<file path="src/rtl/prio_enc_pkg.sv">
// prio_enc_pkg: shared mode constants, state type and lowest-set-bit helper
package prio_enc_pkg;
  localparam int MODE_SINGLE = 0;
  localparam int MODE_DRAIN = 1;
  typedef enum logic {IDLE, BUSY} enc_state_t;
  function automatic int lsb_idx(logic [63:0] vec, int n);
    int r = 0;
    for (int i = n - 1; i >= 0; i--) r = vec[i] ? i : r;
    return r;
  endfunction
endpackage

</file>
<file path="src/rtl/lsb_finder.sv">
// lsb_finder: lowest set bit of a vector as binary index, presence flag and one-hot mask
module lsb_finder
  import prio_enc_pkg::*;
#(
  parameter int N = 8,
  localparam int W = $clog2(N)
) (
  input  logic [N-1:0] vec,
  output logic [W-1:0] idx,
  output logic         found,
  output logic [N-1:0] onehot
);
  assign idx = W'(lsb_idx(64'(vec), N));
  assign found = |vec;
  assign onehot = vec & (~vec + N'(1));
endmodule

</file>
<file path="src/rtl/prio_encoder_stream.sv">
// prio_encoder_stream: registered valid/ready priority encoder with optional per-bit drain
module prio_encoder_stream
  import prio_enc_pkg::*;
#(
  parameter int N = 8,
  parameter int MODE = MODE_SINGLE,
  localparam int W = $clog2(N)
) (
  input  logic         clk,
  input  logic         rst_n,
  input  logic         in_valid,
  output logic         in_ready,
  input  logic [N-1:0] req,
  output logic         out_valid,
  input  logic         out_ready,
  output logic [W-1:0] out_idx,
  output logic         out_zero,
  output logic         out_multi,
  output logic         out_last
);
  enc_state_t r_state, w_state;
  logic [N-1:0] r_mask, w_mask, w_req_oh, w_mask_oh, w_req_rest, w_mask_rest;
  logic [W-1:0] r_idx, w_idx, w_req_idx, w_mask_idx;
  logic r_zero, w_zero, r_multi, w_multi, r_last, w_last;
  logic w_req_found, w_mask_found, w_accept, w_consume, w_step;
  lsb_finder #(.N(N)) u_req (.vec(req), .idx(w_req_idx), .found(w_req_found), .onehot(w_req_oh));
  lsb_finder #(.N(N)) u_mask (.vec(r_mask), .idx(w_mask_idx), .found(w_mask_found), .onehot(w_mask_oh));
  assign w_req_rest = req & ~w_req_oh;
  assign w_mask_rest = r_mask & ~w_mask_oh;
  assign out_valid = r_state == BUSY;
  assign in_ready = (r_state == IDLE) || (out_ready && r_last);
  assign w_accept = in_valid && in_ready;
  assign w_consume = out_valid && out_ready;
  assign w_step = w_consume && w_mask_found;
  assign out_idx = r_idx;
  assign out_zero = r_zero;
  assign out_multi = r_multi;
  assign out_last = r_last;
  always_comb begin
    w_state = w_accept ? BUSY : (w_consume && !w_mask_found) ? IDLE : r_state;
    w_idx = w_accept ? w_req_idx : w_step ? w_mask_idx : r_idx;
    w_zero = w_accept ? !w_req_found : w_step ? 1'b0 : r_zero;
    w_multi = w_accept ? |w_req_rest : r_multi;
    w_mask = w_accept ? (MODE == MODE_DRAIN ? w_req_rest : '0) : w_step ? w_mask_rest : r_mask;
    w_last = w_accept ? (MODE == MODE_SINGLE || !(|w_req_rest)) : w_step ? !(|w_mask_rest) : r_last;
  end
  always_ff @(posedge clk)
    if (!rst_n) begin
      r_state <= IDLE;
      r_mask <= '0;
      r_idx <= '0;
      r_zero <= 1'b0;
      r_multi <= 1'b0;
      r_last <= 1'b0;
    end else begin
      r_state <= w_state;
      r_mask <= w_mask;
      r_idx <= w_idx;
      r_zero <= w_zero;
      r_multi <= w_multi;
      r_last <= w_last;
    end
endmodule

</file>
<file path="config.mk">
export PLATFORM = sky130hd
export DESIGN_NAME = prio_encoder_stream
export DESIGN_NICKNAME = d
export VERILOG_FILES = /design/src/rtl/prio_enc_pkg.sv /design/src/rtl/lsb_finder.sv /design/src/rtl/prio_encoder_stream.sv
export SDC_FILE = /design/constraint.sdc
export NUM_CORES = 1
export LEC_CHECK = 0
export CORE_MARGIN = 1.5
export CORE_UTILIZATION = 55
export DETAILED_ROUTE_END_ITERATION = 12
export MAX_ROUTING_LAYER = met4
export PLACE_DENSITY_LB_ADDON = 0.3
export SYNTH_ARGS = -nofsm -noshare
export SYNTH_HDL_FRONTEND = slang
export SYNTH_HIERARCHICAL = 1
export SYNTH_SLANG_ARGS = --single-unit
</file>
<file path="constraint.sdc">
create_clock -name clk -period 3.2 [get_ports clk]
set_clock_uncertainty 0.2 [all_clocks]
set_input_delay 0.64 -clock clk [delete_from_list [all_inputs] [get_ports clk]]
set_output_delay 0.64 -clock clk [all_outputs]
set_load 0.02 [all_outputs]
</file>
==> results of run 1 <==
## cell families (layout without fill, tap and decap cells)
family | after synthesis | in the layout | synth area share, %
and+or+nand+nor | 59 | 59 | 36.3
AOI/OAI and AO/OA | 34 | 34 | 24.9
buffers and inverters | 19 | 39 | 8.35
DFF | 15 | 15 | 30.4
## area by class of cell
class,count,area share [%]
clock inverters,1,0.412
clock buffers,3,1.85
well taps,25,2.57
repair buffers,19,15.7
inverters,16,4.94
flip-flops and latches,15,24.7
multi-input cells,93,49.8
## power by group through the flow
stage / registers, mW / logic [mW] / clock network [mW]
2_1_floorplan: 0.209 / 0.0299 / 0
3_3_place_gp: 0.201 / 0.0763 / 0
3_5_place_dp: 0.202 / 0.0775 / 0
4_1_cts: 0.197 / 0.0778 / 0.115
5_1_grt: 0.198 / 0.0852 / 0.119
6_report: 0.197 / 0.0776 / 0.108
## placed cells by master, fill, tap and decap left out, types with 2 or more instances in the layout
cell | synthesis | layout
clkdlybuf4s50_1 | 0 | 19
inv_1 | 16 | 16
dfxtp_1 | 15 | 15
a211oi_1 | 10 | 10
nand2_1 | 9 | 9
nor2_1 | 9 | 9
nor2b_1 | 8 | 8
nor3_1 | 5 | 5
o21ai_0 | 5 | 5
a21oi_1 | 5 | 5
a311oi_1 | 4 | 4
nand2b_1 | 4 | 4
and2_1 | 4 | 4
nor3b_1 | 4 | 4
clkbuf_4 | 0 | 3
o211ai_1 | 2 | 2
a2111oi_0 | 2 | 2
o221ai_1 | 2 | 2
or4_4 | 2 | 2
nor3_2 | 2 | 2
nor4b_1 | 2 | 2
and2b_2 | 2 | 2
or3b_2 | 2 | 2
nand3b_1 | 2 | 2
## metrics by stage
step	setup slack, ns	area [um^2]
floorplan	0.886	988
global placement	0.255	1190
detailed placement	0.184	1190
CTS	0.228	1210
global route	0.132	1210
finish	0.227	1210
## metal layers
metal / up-vias / track usage, % / share of wire, %
met5: - / - / 0
met4: 0 / 7.06 / 0.57
li1: 499 / - / -
met1: 422 / 31.7 / 48
met3: 2 / 4.76 / 3.9
met2: 19 / 35.8 / 48
## worst max-delay path, cell delays in order
cell,delay [ns]
clkdlybuf4s50_1,0.47
a21boi_2,0.34
inv_1,0.12
clkdlybuf4s50_1,0.55
## state kept, by name, indices dropped and copies added, names as in the netlist
name	count
r_mask	8
out_idx	3
out_valid	1
out_zero	1
out_last	1
out_multi	1
## worst max-delay path by stage
stage                          from         to  slack (ns)  cells past startpoint
after floorplan              req[2]  out_multi        0.89                      6
after global placement       req[2]  out_multi        0.25                      7
after detailed placement     req[2]  out_multi        0.18                      7
after CTS                 out_ready   in_ready        0.23                      4
after global routing      out_ready   in_ready        0.13                      4
final                     out_ready   in_ready        0.23                      4
==> reports/summary.txt, run 1 <==
Core Util, Final - 71.1%
Leak pwr - 0.415 nW
Type of the worst min-delay path - flip-flop to flip-flop
Remaining DRCs - 0
Hold path cells - 2
ANT nets after route - 0
R2R depth - 5
Synthesized cell area - 988 um^2
FF/Latch Area - 300 um^2
Design Power - 0.383 mW
Row cnt - 15
Top_reg_cell synth - dfxtp_1
Synth Area per Inst - 7.78 um^2
Hold Fails Final Rpt - 0
Seq/Total Area, Yosys - 30.4%
WHS - 0.288 ns
Layout cells sized above 1 - 10.2%
Final max-slew violation count - 0
Final setup violation count - 0
Sw Share - 27.4%
Dpl hpwl - 1650 um
Initial antenna violation count - 0
Crit end category - primary output
Vias post-DR - 942
Area growth, synth to finish - 22.9%
Hold endpoint - r_mask[3]
First-pass GRT wire length - 3450 um
Comb pwr share - 20.3%
Worst skew pair latency - 0.29 ns
Cells after synthesis - 127
FILL cells - 131
R2R Path Start - r_mask[2]
Top cells by area, synth - dfxtp_1 (30%), a211oi_1 (7.6%), inv_1 (6.1%)
CP Data Required Time - 2.36 ns
Largest net degree at the start of global routing - 13
Sw power - 0.105 mW
Post-CTS Setup Inserts - 0
Top-area cell type share of the netlist area - 30.4%
WL final - 2090 um
Routed vias/inst - 5.48
Largest area contributor in the netlist - dfxtp_1
Vias in the first global route - 817
DIE WIDTH - 45.4 um
Ys async rst share - 0%
Rel. slew slack - 69.5%
TritonCTS clock tree - yes
Hold-fix buffer count after cts - 0
Placed cells - 168
Commonest cells in the netlist - inv_1 (16), dfxtp_1 (15), a211oi_1 (10)
Crit Path Class - primary input to primary output
Wire per inst - 12.2 um
Diode count - 0
Yosys reg bits - 15
Total grt overflow - 0
Cell Pwr Density - 315 mW/mm^2
NumNets Final - 160
Finished Layout Cells - 172
Multi-input gate area - 606 um^2
Drt pass-1 iters - 4
R2R setup slack - 1.06 ns
Type of origin of the critical path - primary input
Min-delay src - r_mask[3]
RR Endpoint - r_mask[0]
Cells resized by post-CTS repair - 0
Core area - 0.00171 mm^2
Distinct cell type count after synthesis - 31
Clk network pwr share - 28.3%
Sum of negative setup slack - 0 ns
Maximum vdd drop - 0.199 mV
Root Driver - clkbuf_4
CP Max Fanout - 8
Count leader, synth - inv_1
Port bufs - 19
Reg power frac - 51.5%
GRT Overall Usage - 23.6%
Initial cell density of the core - 57.9%
Fmax - 336 MHz
Clock buffer count from CTS - 3
Slew @ Worst Pin - 0.445 ns
Total of max-cap violations - 0
GP Congestion - 0.891
Ys Warns - 6
Status - complete, no violations
CP Data Arrival Time - 2.13 ns
Full die area - 0.00206 mm^2
Die Y - 45.4 um
Clock-pin slew of the registers on the worst-case setup and hold paths - 0.08 ns
Clock sink count - 15
Post-synth EDFFs - 0
Net Count, Synth - 139
RSZ-0062 raised after global routing - false
Post-layout min period - 2.97 ns
Internal - 0.278 mW
CTS H-tree lvls - 1
Final period util - 92.9%
# IOs - 20
Clock Path Buffers - 2
Drt initial violations - 24
Note: power is estimated with default switching activity, not from simulation.
==> run 2: changes to the inputs <==
HOLD_SLACK_MARGIN = 0.05   (was unset)
==> results of run 2 <==
Final layout, timing and power as in run 1 (identical DEF).
==> run 3: changes to the inputs <==
PLACE_DENSITY = 0.95   (was unset)
PLACE_DENSITY_LB_ADDON = unset   (was 0.3)
==> run 3 against run 2 <==
  * Sequential power barely moved
  * Combinational power grew 2%
  * Worst setup slack got worse by 0.012 ns
  * Core utilization is 0.37 points higher
  * Power increased by 3.1%
  * Critical endpoint unchanged
  * Critical path depth unchanged
==> reports/summary.txt, run 3 (synthesized netlist as in run 1, its figures left out) <==
Die Y - 45.4 um
Post-CTS Setup Inserts - 0
Type of origin of the critical path - primary input
Clock sink count - 15
NumNets Final - 161
Hold-fix buffer count after cts - 0
ANT nets after route - 0
Diode count - 0
Design Power - 0.395 mW
Routed vias/inst - 5.80
CTS H-tree lvls - 1
Worst skew pair latency - 0.30 ns
Maximum vdd drop - 0.192 mV
First-pass GRT wire length - 3760 um
Full die area - 0.00206 mm^2
GP Congestion - 0.862
Clock-pin slew of the registers on the worst-case setup and hold paths - 0.10 ns
Largest net degree at the start of global routing - 13
Layout cells sized above 1 - 10.1%
Max reg flops - 8
Area growth, synth to finish - 23.5%
Drt initial violations - 18
Clock buffer count from CTS - 3
Port bufs - 19
TritonCTS clock tree - yes
Final setup violation count - 0
Post-layout min period - 2.98 ns
CP Max Fanout - 8
Cell Pwr Density - 323 mW/mm^2
Initial antenna violation count - 0
WHS - 0.297 ns
Commonest non-fill, non-tap cell in the layout - clkdlybuf4s50_1
Final max-slew violation count - 0
GRT Overall Usage - 26.0%
Total of max-cap violations - 0
Drt pass-1 iters - 4
CP Data Required Time - 2.36 ns
Remaining DRCs - 0
Crit Path Class - primary input to primary output
Status - complete, no violations
CP Data Arrival Time - 2.14 ns
Final period util - 93.3%
Biggest register - r_mask
Core area - 0.00171 mm^2
WL final - 2410 um
Commonest cells after routing, fill and taps aside - clkdlybuf4s50_1 (19), inv_1 (16), dfxtp_1 (15), a211oi_1 (10)
Clock Path Buffers - 2
Wire per inst - 13.9 um
Rel. slew slack - 64.0%
Sum of negative setup slack - 0 ns
# IOs - 20
Row cnt - 15
Root Driver - clkbuf_4
Hold Fails Final Rpt - 0
FILL cells - 125
Type of the worst min-delay path - flip-flop to flip-flop
Vias post-DR - 1004
Crit end category - primary output
Vias in the first global route - 883
DIE WIDTH - 45.4 um
Dpl hpwl - 1810 um
RSZ-0062 raised after global routing - false
Fmax - 335 MHz
Initial cell density of the core - 57.9%
Cells resized by post-CTS repair - 0
Leak pwr - 0.417 nW
Total grt overflow - 0
Slew @ Worst Pin - 0.527 ns
==> run 3: changes by cell type in the layout (fill, tap and decap cells not counted), sizes merged <==
cell    previous run  this run
clkbuf             3         4
buf                0         1
clkinv             1         0
==> run 3: worst max-delay path, cell delays in order <==
cell	delay, ns
clkdlybuf4s50_1	0.49
a21boi_2	0.35
inv_1	0.12
clkdlybuf4s50_1	0.55
==> run 3: worst paths after layout <==
kind,start,to,slack (ns),cells after the start
worst max register to register,r_mask[2],r_mask[5],1.00,5
worst min-delay path,r_mask[6],r_mask[6],0.30,2
worst min register to register,r_mask[6],r_mask[6],0.30,2
worst max-delay path,out_ready,in_ready,0.22,4
==> run 3: area by class of cell <==
class / instances / area, um^2 / area share (%)
multi-input combinational: 93 / 606 / 49.6
tap: 25 / 31.3 / 2.56
sequential: 15 / 300 / 24.6
inverter: 16 / 60.1 / 4.92
timing repair buffer: 20 / 198 / 16.2
clock buffer: 4 / 26.3 / 2.15
==> run 3: metal layers <==
metal | vias to the layer above | track usage [%] | part of all wire (%)
li1 | 504 | - | -
met1 | 461 | 31.2 | 44
met2 | 30 | 40.8 | 50
met3 | 9 | 5.56 | 3.6
met4 | 0 | 12.9 | 2.2
met5 | - | - | 0
==> run 3: where the power goes <==
part	internal (mW)	switching (mW)	leakage, nW	total [mW]
sequential	0.193	0.00458	0.122	0.198
clock	0.0487	0.0691	0.0150	0.118
combinational	0.0392	0.0401	0.280	0.0793
==> run 3: through the flow <==
step	util [%]	cell area, um^2	instances	worst slack, ns
6_report	71.5	1220	173	0.215
2_1_floorplan	-	988	127	0.886
3_5_place_dp	70.0	1190	169	0.179
5_1_grt	71.5	1220	173	0.165
4_1_cts	71.5	1220	173	0.230
3_3_place_gp	70.0	1190	169	0.274
